===== config.mk =====
export PLATFORM = sky130hd
export DESIGN_NAME = pixel_op_stream
export DESIGN_NICKNAME = d
export VERILOG_FILES = /design/src/rtl/pixel_op_pkg.sv /design/src/rtl/pixel_op_alu.sv /design/src/rtl/pixel_op_stream.sv
export SDC_FILE = /design/constraint.sdc
export NUM_CORES = 1
export LEC_CHECK = 0
export BUFFER_PORTS_ARGS = -buffer_cell sky130_fd_sc_hd__buf_2
export CAP_MARGIN = 10
export CORE_UTILIZATION = 35
export DETAILED_ROUTE_END_ITERATION = 8
export SYNTH_ARGS = -nofsm -noshare
export SYNTH_HDL_FRONTEND = slang
export SYNTH_HIERARCHICAL = 1
export SYNTH_SLANG_ARGS = --single-unit

===== constraint.sdc =====
create_clock -name CLK -period 10.6 [get_ports CLK]
set_input_delay 1.59 -clock CLK [delete_from_list [all_inputs] [get_ports CLK]]
set_output_delay 1.59 -clock CLK [all_outputs]
set_load 0.01 [all_outputs]

===== src/rtl/pixel_op_pkg.sv =====
// Shared opcodes, luma weights and FSM encoding for the streaming pixel stage.
// Optional clip statistics are enabled with `PIXEL_OP_STATS_EN.
package pixel_op_pkg;

  localparam int OP_PASS   = 0;
  localparam int OP_BRIGHT = 1;
  localparam int OP_GRAY   = 2;
  localparam int OP_INVERT = 3;
  localparam int OP_THRESH = 4;

  localparam int LUMA_R = 77;
  localparam int LUMA_G = 150;
  localparam int LUMA_B = 29;

  typedef enum logic [1:0] {
    ST_IDLE  = 2'd0,
    ST_RUN   = 2'd1,
    ST_DRAIN = 2'd2,
    ST_DONE  = 2'd3
  } state_t;

endpackage


===== src/rtl/pixel_op_alu.sv =====
// Combinational per-pixel operation: PASS/BRIGHT/GRAY/INVERT/THRESH.
// Clip flags exist only when `PIXEL_OP_STATS_EN is defined.
module pixel_op_alu
  import pixel_op_pkg::*;
#(
  parameter int CH_W     = 8,
  parameter int OPCODE_W = 3
) (
  input  logic [OPCODE_W-1:0] op,
  input  logic [CH_W-1:0]     param,
  input  logic [CH_W-1:0]     px_r,
  input  logic [CH_W-1:0]     px_g,
  input  logic [CH_W-1:0]     px_b,
`ifdef PIXEL_OP_STATS_EN
  output logic [2:0]          clip,
`endif
  output logic [CH_W-1:0]     res_r,
  output logic [CH_W-1:0]     res_g,
  output logic [CH_W-1:0]     res_b
);

  localparam logic [CH_W-1:0] MAX = '1;

  logic [CH_W+9:0] y_sum;
  logic [CH_W-1:0] y;

  function automatic logic signed [CH_W+1:0] bsum(
    input logic [CH_W-1:0] v,
    input logic [CH_W-1:0] p
  );
    return signed'({2'b00, v}) + signed'({{2{p[CH_W-1]}}, p});
  endfunction

  function automatic logic [CH_W-1:0] bsat(
    input logic [CH_W-1:0] v,
    input logic [CH_W-1:0] p
  );
    logic signed [CH_W+1:0] s;
    s = bsum(v, p);
    if (s[CH_W+1])    return '0;
    else if (s[CH_W]) return MAX;
    else              return s[CH_W-1:0];
  endfunction

`ifdef PIXEL_OP_STATS_EN
  function automatic logic bclip(
    input logic [CH_W-1:0] v,
    input logic [CH_W-1:0] p
  );
    logic signed [CH_W+1:0] s;
    s = bsum(v, p);
    return (s < 0) || (s > signed'({2'b00, MAX}));
  endfunction
`endif

  // weights sum to 256, so the >>8 result always fits CH_W bits
  assign y_sum = (CH_W+10)'(LUMA_R) * (CH_W+10)'(px_r)
               + (CH_W+10)'(LUMA_G) * (CH_W+10)'(px_g)
               + (CH_W+10)'(LUMA_B) * (CH_W+10)'(px_b);
  assign y = CH_W'(y_sum >> 8);

  always_comb begin
    res_r = px_r;
    res_g = px_g;
    res_b = px_b;
`ifdef PIXEL_OP_STATS_EN
    clip = '0;
`endif
    unique case (1'b1)
      (op == OPCODE_W'(OP_PASS)): ;
      (op == OPCODE_W'(OP_BRIGHT)): begin
        res_r = bsat(px_r, param);
        res_g = bsat(px_g, param);
        res_b = bsat(px_b, param);
`ifdef PIXEL_OP_STATS_EN
        clip = {bclip(px_r, param),
                bclip(px_g, param),
                bclip(px_b, param)};
`endif
      end
      (op == OPCODE_W'(OP_GRAY)): begin
        res_r = y;
        res_g = y;
        res_b = y;
      end
      (op == OPCODE_W'(OP_INVERT)): begin
        res_r = MAX - px_r;
        res_g = MAX - px_g;
        res_b = MAX - px_b;
      end
      (op == OPCODE_W'(OP_THRESH)): begin
        res_r = (y >= param) ? MAX : '0;
        res_g = res_r;
        res_b = res_r;
      end
      default: ;
    endcase
  end

endmodule


===== src/rtl/pixel_op_stream.sv =====
// Streaming pixel stage: START-latched op, 2-cycle pipeline, ROW/COL/SOF/EOF tags.
// `PIXEL_OP_STATS_EN adds STAT_CLIP_CNT (BRIGHT clip count per frame).
module pixel_op_stream
  import pixel_op_pkg::*;
#(
  parameter int CH_W     = 8,
  parameter int DIM_W    = 12,
  parameter int OPCODE_W = 3
) (
  input  logic                CLK,
  input  logic                RESET,
  input  logic                START,
  input  logic [OPCODE_W-1:0] OPCODE,
  input  logic [CH_W-1:0]     PARAM,
  input  logic [DIM_W-1:0]    WIDTH,
  input  logic [DIM_W-1:0]    HEIGHT,
  input  logic                IN_VALID,
  output logic                IN_READY,
  input  logic [CH_W-1:0]     IN_RED,
  input  logic [CH_W-1:0]     IN_GREEN,
  input  logic [CH_W-1:0]     IN_BLUE,
  output logic                OUT_VALID,
  input  logic                OUT_READY,
  output logic [CH_W-1:0]     OUT_RED,
  output logic [CH_W-1:0]     OUT_GREEN,
  output logic [CH_W-1:0]     OUT_BLUE,
  output logic [DIM_W-1:0]    OUT_ROW,
  output logic [DIM_W-1:0]    OUT_COL,
  output logic                OUT_SOF,
  output logic                OUT_EOF,
  output logic                BUSY,
`ifdef PIXEL_OP_STATS_EN
  output logic [2*DIM_W+1:0]  STAT_CLIP_CNT,
`endif
  output logic                FRAME_DONE
);

  state_t state, state_nxt;

  logic [OPCODE_W-1:0] op_q;
  logic [CH_W-1:0]     param_q;
  logic [DIM_W-1:0]    width_q, height_q;
  logic [DIM_W-1:0]    row, col;
  logic                en, in_fire, last, start_ok;

  logic                s1_valid, s1_sof, s1_eof;
  logic [CH_W-1:0]     s1_r, s1_g, s1_b;
  logic [DIM_W-1:0]    s1_row, s1_col;
  logic [CH_W-1:0]     a_r, a_g, a_b;
`ifdef PIXEL_OP_STATS_EN
  logic [2:0]          a_clip;
`endif

  assign en       = !OUT_VALID || OUT_READY;
  assign in_fire  = IN_VALID && IN_READY;
  assign start_ok = (state == ST_IDLE) && START;
  assign last     = (row == height_q - DIM_W'(1))
                 && (col == width_q - DIM_W'(1));

  always_ff @(posedge CLK or negedge RESET) begin
    if (!RESET) state <= ST_IDLE;
    else        state <= state_nxt;
  end

  always_comb begin
    state_nxt = state;
    unique case (state)
      ST_IDLE:
        if (START)
          state_nxt = (WIDTH == '0 || HEIGHT == '0)
                    ? ST_DONE : ST_RUN;
      ST_RUN:
        if (in_fire && last) state_nxt = ST_DRAIN;
      ST_DRAIN:
        if (OUT_VALID && OUT_READY && OUT_EOF)
          state_nxt = ST_DONE;
      ST_DONE:
        state_nxt = ST_IDLE;
      default:
        state_nxt = ST_IDLE;
    endcase
  end

  always_comb begin
    IN_READY   = 1'b0;
    BUSY       = 1'b0;
    FRAME_DONE = 1'b0;
    unique case (state)
      ST_RUN: begin
        IN_READY = en;
        BUSY     = 1'b1;
      end
      ST_DRAIN: BUSY       = 1'b1;
      ST_DONE:  FRAME_DONE = 1'b1;
      default: ;
    endcase
  end

  always_ff @(posedge CLK or negedge RESET) begin
    if (!RESET) begin
      op_q     <= '0;
      param_q  <= '0;
      width_q  <= '0;
      height_q <= '0;
    end else if (start_ok) begin
      op_q     <= OPCODE;
      param_q  <= PARAM;
      width_q  <= WIDTH;
      height_q <= HEIGHT;
    end
  end

  always_ff @(posedge CLK or negedge RESET) begin
    if (!RESET) begin
      row <= '0;
      col <= '0;
    end else if (start_ok) begin
      row <= '0;
      col <= '0;
    end else if (in_fire) begin
      if (col == width_q - DIM_W'(1)) begin
        col <= '0;
        row <= row + DIM_W'(1);
      end else begin
        col <= col + DIM_W'(1);
      end
    end
  end

  // tags are gated by the handshake so idle bubbles never carry SOF/EOF
  always_ff @(posedge CLK or negedge RESET) begin
    if (!RESET) begin
      s1_valid <= 1'b0;
      s1_sof   <= 1'b0;
      s1_eof   <= 1'b0;
      s1_r     <= '0;
      s1_g     <= '0;
      s1_b     <= '0;
      s1_row   <= '0;
      s1_col   <= '0;
    end else if (en) begin
      s1_valid <= in_fire;
      s1_sof   <= in_fire && row == '0 && col == '0;
      s1_eof   <= in_fire && last;
      s1_r     <= IN_RED;
      s1_g     <= IN_GREEN;
      s1_b     <= IN_BLUE;
      s1_row   <= row;
      s1_col   <= col;
    end
  end

  pixel_op_alu #(
    .CH_W     (CH_W),
    .OPCODE_W (OPCODE_W)
  ) u_alu (
    .op    (op_q),
    .param (param_q),
    .px_r  (s1_r),
    .px_g  (s1_g),
    .px_b  (s1_b),
`ifdef PIXEL_OP_STATS_EN
    .clip  (a_clip),
`endif
    .res_r (a_r),
    .res_g (a_g),
    .res_b (a_b)
  );

  always_ff @(posedge CLK or negedge RESET) begin
    if (!RESET) begin
      OUT_VALID <= 1'b0;
      OUT_SOF   <= 1'b0;
      OUT_EOF   <= 1'b0;
      OUT_RED   <= '0;
      OUT_GREEN <= '0;
      OUT_BLUE  <= '0;
      OUT_ROW   <= '0;
      OUT_COL   <= '0;
    end else if (en) begin
      OUT_VALID <= s1_valid;
      OUT_SOF   <= s1_sof;
      OUT_EOF   <= s1_eof;
      OUT_RED   <= a_r;
      OUT_GREEN <= a_g;
      OUT_BLUE  <= a_b;
      OUT_ROW   <= s1_row;
      OUT_COL   <= s1_col;
    end
  end

`ifdef PIXEL_OP_STATS_EN
  always_ff @(posedge CLK or negedge RESET) begin
    if (!RESET)
      STAT_CLIP_CNT <= '0;
    else if (start_ok)
      STAT_CLIP_CNT <= '0;
    else if (en && s1_valid)
      STAT_CLIP_CNT <= STAT_CLIP_CNT
                     + (2*DIM_W+2)'(a_clip[0])
                     + (2*DIM_W+2)'(a_clip[1])
                     + (2*DIM_W+2)'(a_clip[2]);
  end
`endif

endmodule

==> results of run 1 <==
## critical path, delay by kind of cell, from the launching register on
| kind | cells | cell delay (ns) |
|---|---|---|
| and+or+nand+nor | 5 | 0.87 |
| buffers and inverters | 4 | 0.18 |
| xor gates and xnor gates | 2 | 0.34 |
| adders and majority gates | 11 | 4.21 |
| AOI/OAI and AO/OA | 11 | 2.20 |
| DFF | 1 | 0.51 |
## per-layer routing
metal,track usage [%],share of wire (%),wire length [um],up-vias
met5,0,0.028,10,-
met4,6.97,2.6,922,2
met3,3.04,4.0,1410,45
met2,32.6,48,17300,219
met1,25.0,45,16000,5200
li1,-,-,-,5169
## state kept, by name (all words and copies together), names as in the netlist, 12 cells and up
register / flops
OUT_COL: 12
OUT_ROW: 12
col: 12
height_q: 12
row: 12
s1_col: 12
s1_row: 12
width_q: 12
## layout by cell type, fill, tap and decap left out, types with 28 or more instances in the layout
cell type,count
xor2_1,28
xnor2_1,37
nor2_1,69
buf_2,116
nand3_1,36
a21oi_1,45
ha_1,130
nand2_1,410
fa_1,58
dfrtp_1,163
inv_1,139
o21ai_0,42
## cells by family (layout without fill, tap and decap cells)
kind of cell | Yosys count | in the layout | share of synthesized area [%]
simple gates | 638 | 638 | 22.1
compound gates | 224 | 224 | 12.9
buf+inv | 196 | 295 | 6.58
fa+ha+maj | 188 | 188 | 21.5
flops | 163 | 163 | 31.5
xor+xnor | 67 | 67 | 4.70
mux | 8 | 8 | 0.706
other cells | 0 | 1 | 0
## layout make-up
cell class,instances,area [um^2]
inverters,139,522
clock buffers,19,443
multi-input cells,1125,8020
flip-flops and latches,163,4080
clock inverters,13,189
fillers,3685,22000
repair buffers,124,644
diodes,1,2.50
well taps,468,586
## worst paths after layout
kind                                  from            to  slack, ns  depth (start not counted)
worst max-delay path               s1_g[3]  OUT_GREEN[6]       2.18                         33
worst min-delay path            s1_row[10]   OUT_ROW[10]       0.44                          2
worst max register to register     s1_g[3]  OUT_GREEN[6]       2.18                         33
worst min register to register  s1_row[10]   OUT_ROW[10]       0.44                          2
max in group asynchronous            RESET       s1_b[6]       7.88                          2
min in group asynchronous            RESET        col[9]       1.27                          1
## through the flow
stage / instance area [um^2] / setup slack, ns / instances
6_report: 14500 / 2.18 / 2052
5_1_grt: 14500 / 1.75 / 2051
4_1_cts: 14500 / 2.18 / 2051
3_5_place_dp: 13900 / 2.23 / 2019
3_3_place_gp: 13900 / 2.32 / 2019
2_1_floorplan: 12900 / 2.77 / 1484
==> out/qor.yml, run 1 <==
outcome: "completed"
max_freq_mhz: 119
dieArea_um2: 37700
clk_root_buffer_cell: "clkbuf_16"
portBuffers: 117
drc: 0
drt-initial-drc-count: 725
grt_max_degree: 103
area_growth_pct: 12.0
start_util_pct: 35.4
netlist_top_cells_area: "dfrtp_1 (32%), ha_1 (13%), nand2_1 (12%)"
cts_hold_buf: 0
cts_setup_buffers: 0
worst_pin_slew_ns: 1.14
whs_ns: 0.442
cpMostUsedCell: "ha_1"
postSynthCellCount: 1484
synth.avg_cell_area_um2: 8.72
endpoint_kind: "flop"
antenna_found_initial: 2
fp.dieH_um: 194
first_pass_iters: 5
rsz0062_at_grt: "false"
cts_tree: "built"
hold_path_class: "flop to flop"
rows: 70
finalCoreUtilization_pct: 39.7
synthArstFlopShare_pct: 100
cts.sinks: 163
grt_overflow: 0
cts_made_buffers: 17
cap_violations: 0
die_w_um: 194
ys_ff_latch: 163
grt_pass1_wl_mm: 57.1
place.gp.congestion: 0.865
core_um2: 36500
synth-main-ff-cell: "dfrtp_1"
finalNetCount: 1822
worstPathMaxFanout: 10
synth_seq_area_share_pct: 31.5
synth_edf_count: 0
fin_worst_skew_ns: 0.0341
post_drt_wl_per_cell_um: 17.3
grt_pass1_vias: 10400
track_usage_pct: 19.3
worstSetupStartpointType: "flop"
worstPathRequired_ns: 10.94
cts.clk_slew.worst_paths_ns: 0.09
yosysTopAreaCellShare_pct: 31.5
syn_area_um2: 12900
cp.arrival_ns: 8.76
yosys-top-cells-count: "nand2_1 (410), dfrtp_1 (163), inv_1 (139)"
drive_above_1_share_pct: 13.1
crit_type: "flop to flop"
relSlewSlack_pct: 23.6
ioPinCount: 118
vias: 10600
synth_top_area_cell: "dfrtp_1"
setup_viol: 0
routed_via_density: 5.18
slew_viol_final: 0
layout_min_cycle_time_ns: 8.42
cts_buffer_depth: 2
hold_violations: 0
crit_slowest_cell: "fa_1"
hpwl_mm: 26.6
antenna_left: 0
setup_tns_ns: 0
cpPeakStageDelay_ns: 0.55
totalWireLength_mm: 35.6
syn-num-nets: 1736
post_cts_resized: 0
yosysMostFrequentCell: "nand2_1"
insertion_delay_ns: 0.47
htree_levels: 4
finalCritPeriodShare_pct: 79.5
yosys_warnings: 6
synth.distinct_cells: 92
Power of run 1 is not shown: default switching activity piles up to over one toggle a cycle in this logic, so the estimate is an artifact.
==> run 2, diff against run 1 <==
==> constraint.sdc (replaced) <==
create_clock -name CLK -period 7.65 [get_ports CLK]
set_input_delay 1.1475 -clock CLK [delete_from_list [all_inputs] [get_ports CLK]]
set_output_delay 1.1475 -clock CLK [all_outputs]
set_load 0.01 [all_outputs]
==> run 2 against run 1 <==
- non-clock buffer count grew 47
- wire length grew 1.8%
- global-route usage grew 0.40 points
- setup slack lost 1.9 ns
- flip-flop and latch count is the same
- critical endpoint is now OUT_BLUE[6]
- count of clock-buffer cells in the layout grew 3
- utilization grew 1.3 points
- sequential share of layout area shrank 0.89 points
==> out/qor.yml, run 2 (same netlist as run 1, synthesis figures left out) <==
endpoint_kind: "flop"
drc: 0
cp-startpoint: "s1_g[5]"
crit_end: "OUT_BLUE[6]"
die_w_um: 194
relSlewSlack_pct: 29.4
fp.dieH_um: 194
cap_violations: 0
totalWireLength_mm: 36.2
routed_via_density: 5.14
met2_length_mm: 17.9
core_um2: 36500
grt_overflow: 0
cts_buffer_depth: 2
dp_slack_ns: -0.163
rr_worst_depth: 33
r2r_end: "OUT_BLUE[6]"
antenna_found_initial: 0
track_usage_pct: 19.7
worstPathMaxFanout: 3
r2r_slack_ns: 0.31
clk_root_buffer_cell: "clkbuf_16"
top_layer: "met4"
drive_above_1_share_pct: 17.5
start_util_pct: 35.4
grt_pass1_vias: 11000
finalCritPeriodShare_pct: 96.0
grt_max_degree: 90
antenna_left: 0
n_fill_cell: 3644
wl_met3_mm: 1.20
worstSetupStartpointType: "flop"
hold_violations: 0
layout_min_cycle_time_ns: 7.34
setup_ws_ns: 0.306
portBuffers: 117
setup_viol: 0
hold_path_class: "flop to flop"
place_area_um2: 14200
ioPinCount: 118
cpPeakStageDelay_ns: 0.54
crit_slowest_cell: "fa_2"
dieArea_um2: 37700
place.gp.congestion: 0.903
cts.sinks: 163
max_freq_mhz: 136
grt_pass1_wl_mm: 58.7
hpwl_mm: 27.6
mostFrequentLayoutCells: "nand2_1 (409), dfrtp_1 (161), inv_1 (132), ha_1 (121), buf_2 (116)"
drt-initial-drc-count: 763
cts.clk_slew.worst_paths_ns: 0.07
hold_depth: 2
cts_tree: "built"
cts_made_buffers: 17
first_pass_iters: 5
finalNetCount: 1869
post_drt_wl_per_cell_um: 17.3
vias: 10800
fin_worst_skew_ns: 0.0149
rows: 70
crit_type: "flop to flop"
antenna_cells: 0
worst_pin_slew_ns: 1.06
drt-met1-wl_mm: 16.0
worstPathRequired_ns: 7.97
r2r_start: "s1_g[5]"
outcome: "completed"
cpMostUsedCell: "ha_1"
final_common_cell: "nand2_1"
cp.arrival_ns: 7.67
cts_hold_buf: 0
area_growth_pct: 15.7
finalInstanceArea_um2: 15000
insertion_delay_ns: 0.44
htree_levels: 4
slew_viol_final: 0
finalCoreUtilization_pct: 41.0
-- run 2: worst min path at each step --
stage	from	end
2_1_floorplan	s1_valid	OUT_VALID
3_3_place_gp	OUT_COL[9]	OUT_COL[9]
3_5_place_dp	OUT_COL[9]	OUT_COL[9]
4_1_cts	OUT_COL[2]	OUT_COL[2]
5_1_grt	OUT_COL[6]	OUT_COL[6]
6_report	OUT_COL[9]	OUT_COL[9]
-- run 2: layout make-up --
type                    count  area, um^2  share of cell area [%]
well taps                 468         586                    3.91
clock buffers              22         464                    3.10
repair buffers            171        1010                    6.74
inverters                 139         522                    3.49
flip-flops and latches    163        4080                    27.3
multi-input cells        1125        8210                    54.9
clock inverters            10        93.8                   0.627
-- run 2: repair_timing --
action,CTS,global route
pin swaps,6,41
hold endpoints to repair,0,0
endpoints found under the setup margin,21,24
resized for setup,6,27
setup buffers,2,4
-- run 2: stage by stage --
stage	setup TNS, ns	hold WS (ns)	instances
after CTS	0	0.471	2094
after global placement	-0.228	0.447	2060
after floorplan	0	0.435	1484
after global routing	-0.0423	0.490	2098
final	0	0.463	2098
after detailed placement	-1.97	0.455	2060
-- run 2: worst max-delay path: cells and delay by family (launching register included) --
kind,cells,cell delay (ns)
xor gates and xnor gates,2,0.29
DFF,1,0.43
and+or+nand+nor,5,0.68
buffers and inverters,4,0.23
adders and majority gates,11,3.72
AOI/OAI and AO/OA,11,1.87
-- run 2: per-layer routing --
metal | vias up | GRT usage, %
met5 | - | 0
met4 | 0 | 7.50
met3 | 48 | 2.66
met2 | 235 | 34.5
met1 | 5253 | 24.7
li1 | 5242 | -
Power of run 2 is left out for the same reason.
==> run 3, diff against run 2 <==
--- a/config.mk
+++ b/config.mk
@@ -9,6 +9,7 @@
 export CAP_MARGIN = 10
 export CORE_UTILIZATION = 35
 export DETAILED_ROUTE_END_ITERATION = 8
+export REMOVE_ABC_BUFFERS = 1
 export SYNTH_ARGS = -nofsm -noshare
 export SYNTH_HDL_FRONTEND = slang
 export SYNTH_HIERARCHICAL = 1
==> run 3 against run 2 <==
- the run now ends with setup timing left
- wire length fell by 0.18%
- setup slack lost 0.32 ns
- flip-flop and latch count did not move
- count of clock-buffer cells in the layout fell by 3
- cell count hardly changed
==> out/qor.yml, run 3 (same netlist as run 1, synthesis figures left out) <==
area_growth_pct: 16.4
hold_depth: 2
drive_above_1_share_pct: 17.7
cts_tree: "built"
cp.arrival_ns: 7.99
setup_ws_ns: -0.0158
htree_levels: 4
dieArea_um2: 37700
cap_violations: 0
hpwl_mm: 26.7
holdCritStartpoint: "OUT_ROW[3]"
cts_buffer_depth: 2
r2r_end: "OUT_BLUE[6]"
cts_hold_buf: 0
portBuffers: 117
min_to: "OUT_ROW[3]"
cts.sinks: 163
grt_pass1_wl_mm: 58.7
violations: "setup timing"
max_freq_mhz: 130
worstSetupStartpointType: "flop"
fin_worst_skew_ns: 0.00957
crit_buf_inv: 4
crit_slowest_cell: "fa_1"
place_area_um2: 14100
core_um2: 36500
finalNetCount: 1867
cts_made_buffers: 17
cpPeakStageDelay_ns: 0.52
r2r_start: "s1_g[5]"
cts.clk_slew.worst_paths_ns: 0.08
rsz0062_at_grt: "true"
finalInstanceArea_um2: 15100
antenna_found_initial: 2
ioPinCount: 118
place.gp.congestion: 0.891
multi_input_area_um2: 8260
insertion_delay_ns: 0.44
register_area_um2: 4080
crit_family: "adder cells"
slew_viol_final: 0
track_usage_pct: 19.6
hold_path_class: "flop to flop"
layout_min_cycle_time_ns: 7.67
crit_type: "flop to flop"
grt_overflow: 0
clk_root_buffer_cell: "clkbuf_16"
grt_max_degree: 80
n_fill_cell: 3656
grt_pass1_vias: 10900
worstPathRequired_ns: 7.97
worst_pin_slew_ns: 1.09
drt-initial-drc-count: 550
start_util_pct: 35.4
endpoint_kind: "flop"
hold_violations: 0
relSlewSlack_pct: 27.0
fp.dieH_um: 194
antenna_left: 0
rr_worst_depth: 30
post_drt_wl_per_cell_um: 17.2
outcome: "finished, violations left"
first_pass_iters: 5
finalCoreUtilization_pct: 41.2
cpMostUsedCell: "fa_1"
rows: 70
finalCritPeriodShare_pct: 100
totalWireLength_mm: 36.2
mostFrequentLayoutCells: "nand2_1 (409), dfrtp_1 (163), inv_1 (133), ha_1 (124), buf_2 (117)"
routed_via_density: 5.13
r2r_slack_ns: -0.02
die_w_um: 194
drc: 0
vias: 10800
worstPathMaxFanout: 3
final_common_cell: "nand2_1"
setup_viol: 2
-- run 3: cell types whose count changed in the layout (fill, tap and decap cells not counted), moves of 3 or more --
cell	before	now
buf_4	52	48
nor2_1	69	65
a21o_1	13	10
a21o_4	0	3
a31oi_4	2	5
clkbuf_1	3	0
ha_1	121	124
ha_4	9	6
inv_8	1	4
nor2_4	0	3
-- run 3: cell type report --
cell class                      instances  share of cell area, %
Antenna cell                            2                 0.0332
Clock buffer                           19                   3.01
Clock inverter                         12                   1.09
Inverter                              139                   3.46
Multi-Input combinational cell       1125                   54.9
Sequential cell                       163                   27.1
Tap cell                              468                   3.89
Timing Repair Buffer                  169                   6.58
-- run 3: worst max path at each step --
stage | from | endpoint | cells after the start
floorplan | s1_g[4] | OUT_BLUE[6] | 29
global placement | s1_g[4] | OUT_BLUE[6] | 29
detailed placement | s1_g[4] | OUT_GREEN[6] | 29
CTS | s1_g[5] | OUT_BLUE[4] | 34
global route | s1_g[4] | OUT_RED[6] | 29
finish | s1_g[5] | OUT_BLUE[6] | 30
-- run 3: tightest hold or removal path, cell delays in order (launching register included) --
cell,delay (ns)
dfrtp_1,0.34
nand2_1,0.05
nand2_1,0.05
-- run 3: stage by stage --
| step | worst slack (ns) | instances | setup TNS [ns] | hold WS, ns |
|---|---|---|---|---|
| 2_1_floorplan | -0.229 | 1427 | -0.808 | 0.435 |
| 3_3_place_gp | -0.288 | 2057 | -4.92 | 0.447 |
| 3_5_place_dp | -0.451 | 2057 | -8.76 | 0.451 |
| 4_1_cts | 0.0113 | 2094 | 0 | 0.467 |
| 5_1_grt | -0.273 | 2095 | -4.68 | 0.491 |
| 6_report | -0.0158 | 2097 | -0.0282 | 0.460 |
-- run 3: per-layer routing --
layer	track usage, %	vias to the layer above	part of all wire (%)
li1	-	5242	-
met1	24.8	5238	45
met2	34.6	229	50
met3	2.38	53	3.2
met4	5.91	0	2.3
met5	0	-	0
-- run 3: timing repair --
| item | CTS | global route |
|---|---|---|
| cloned | 0 | 0 |
| pin swaps | 29 | 44 |
| resized for setup | 20 | 29 |
| endpoints found under the setup margin | 24 | 24 |
| buffers inserted | 6 | 0 |
Power of run 3 is left out for the same reason.
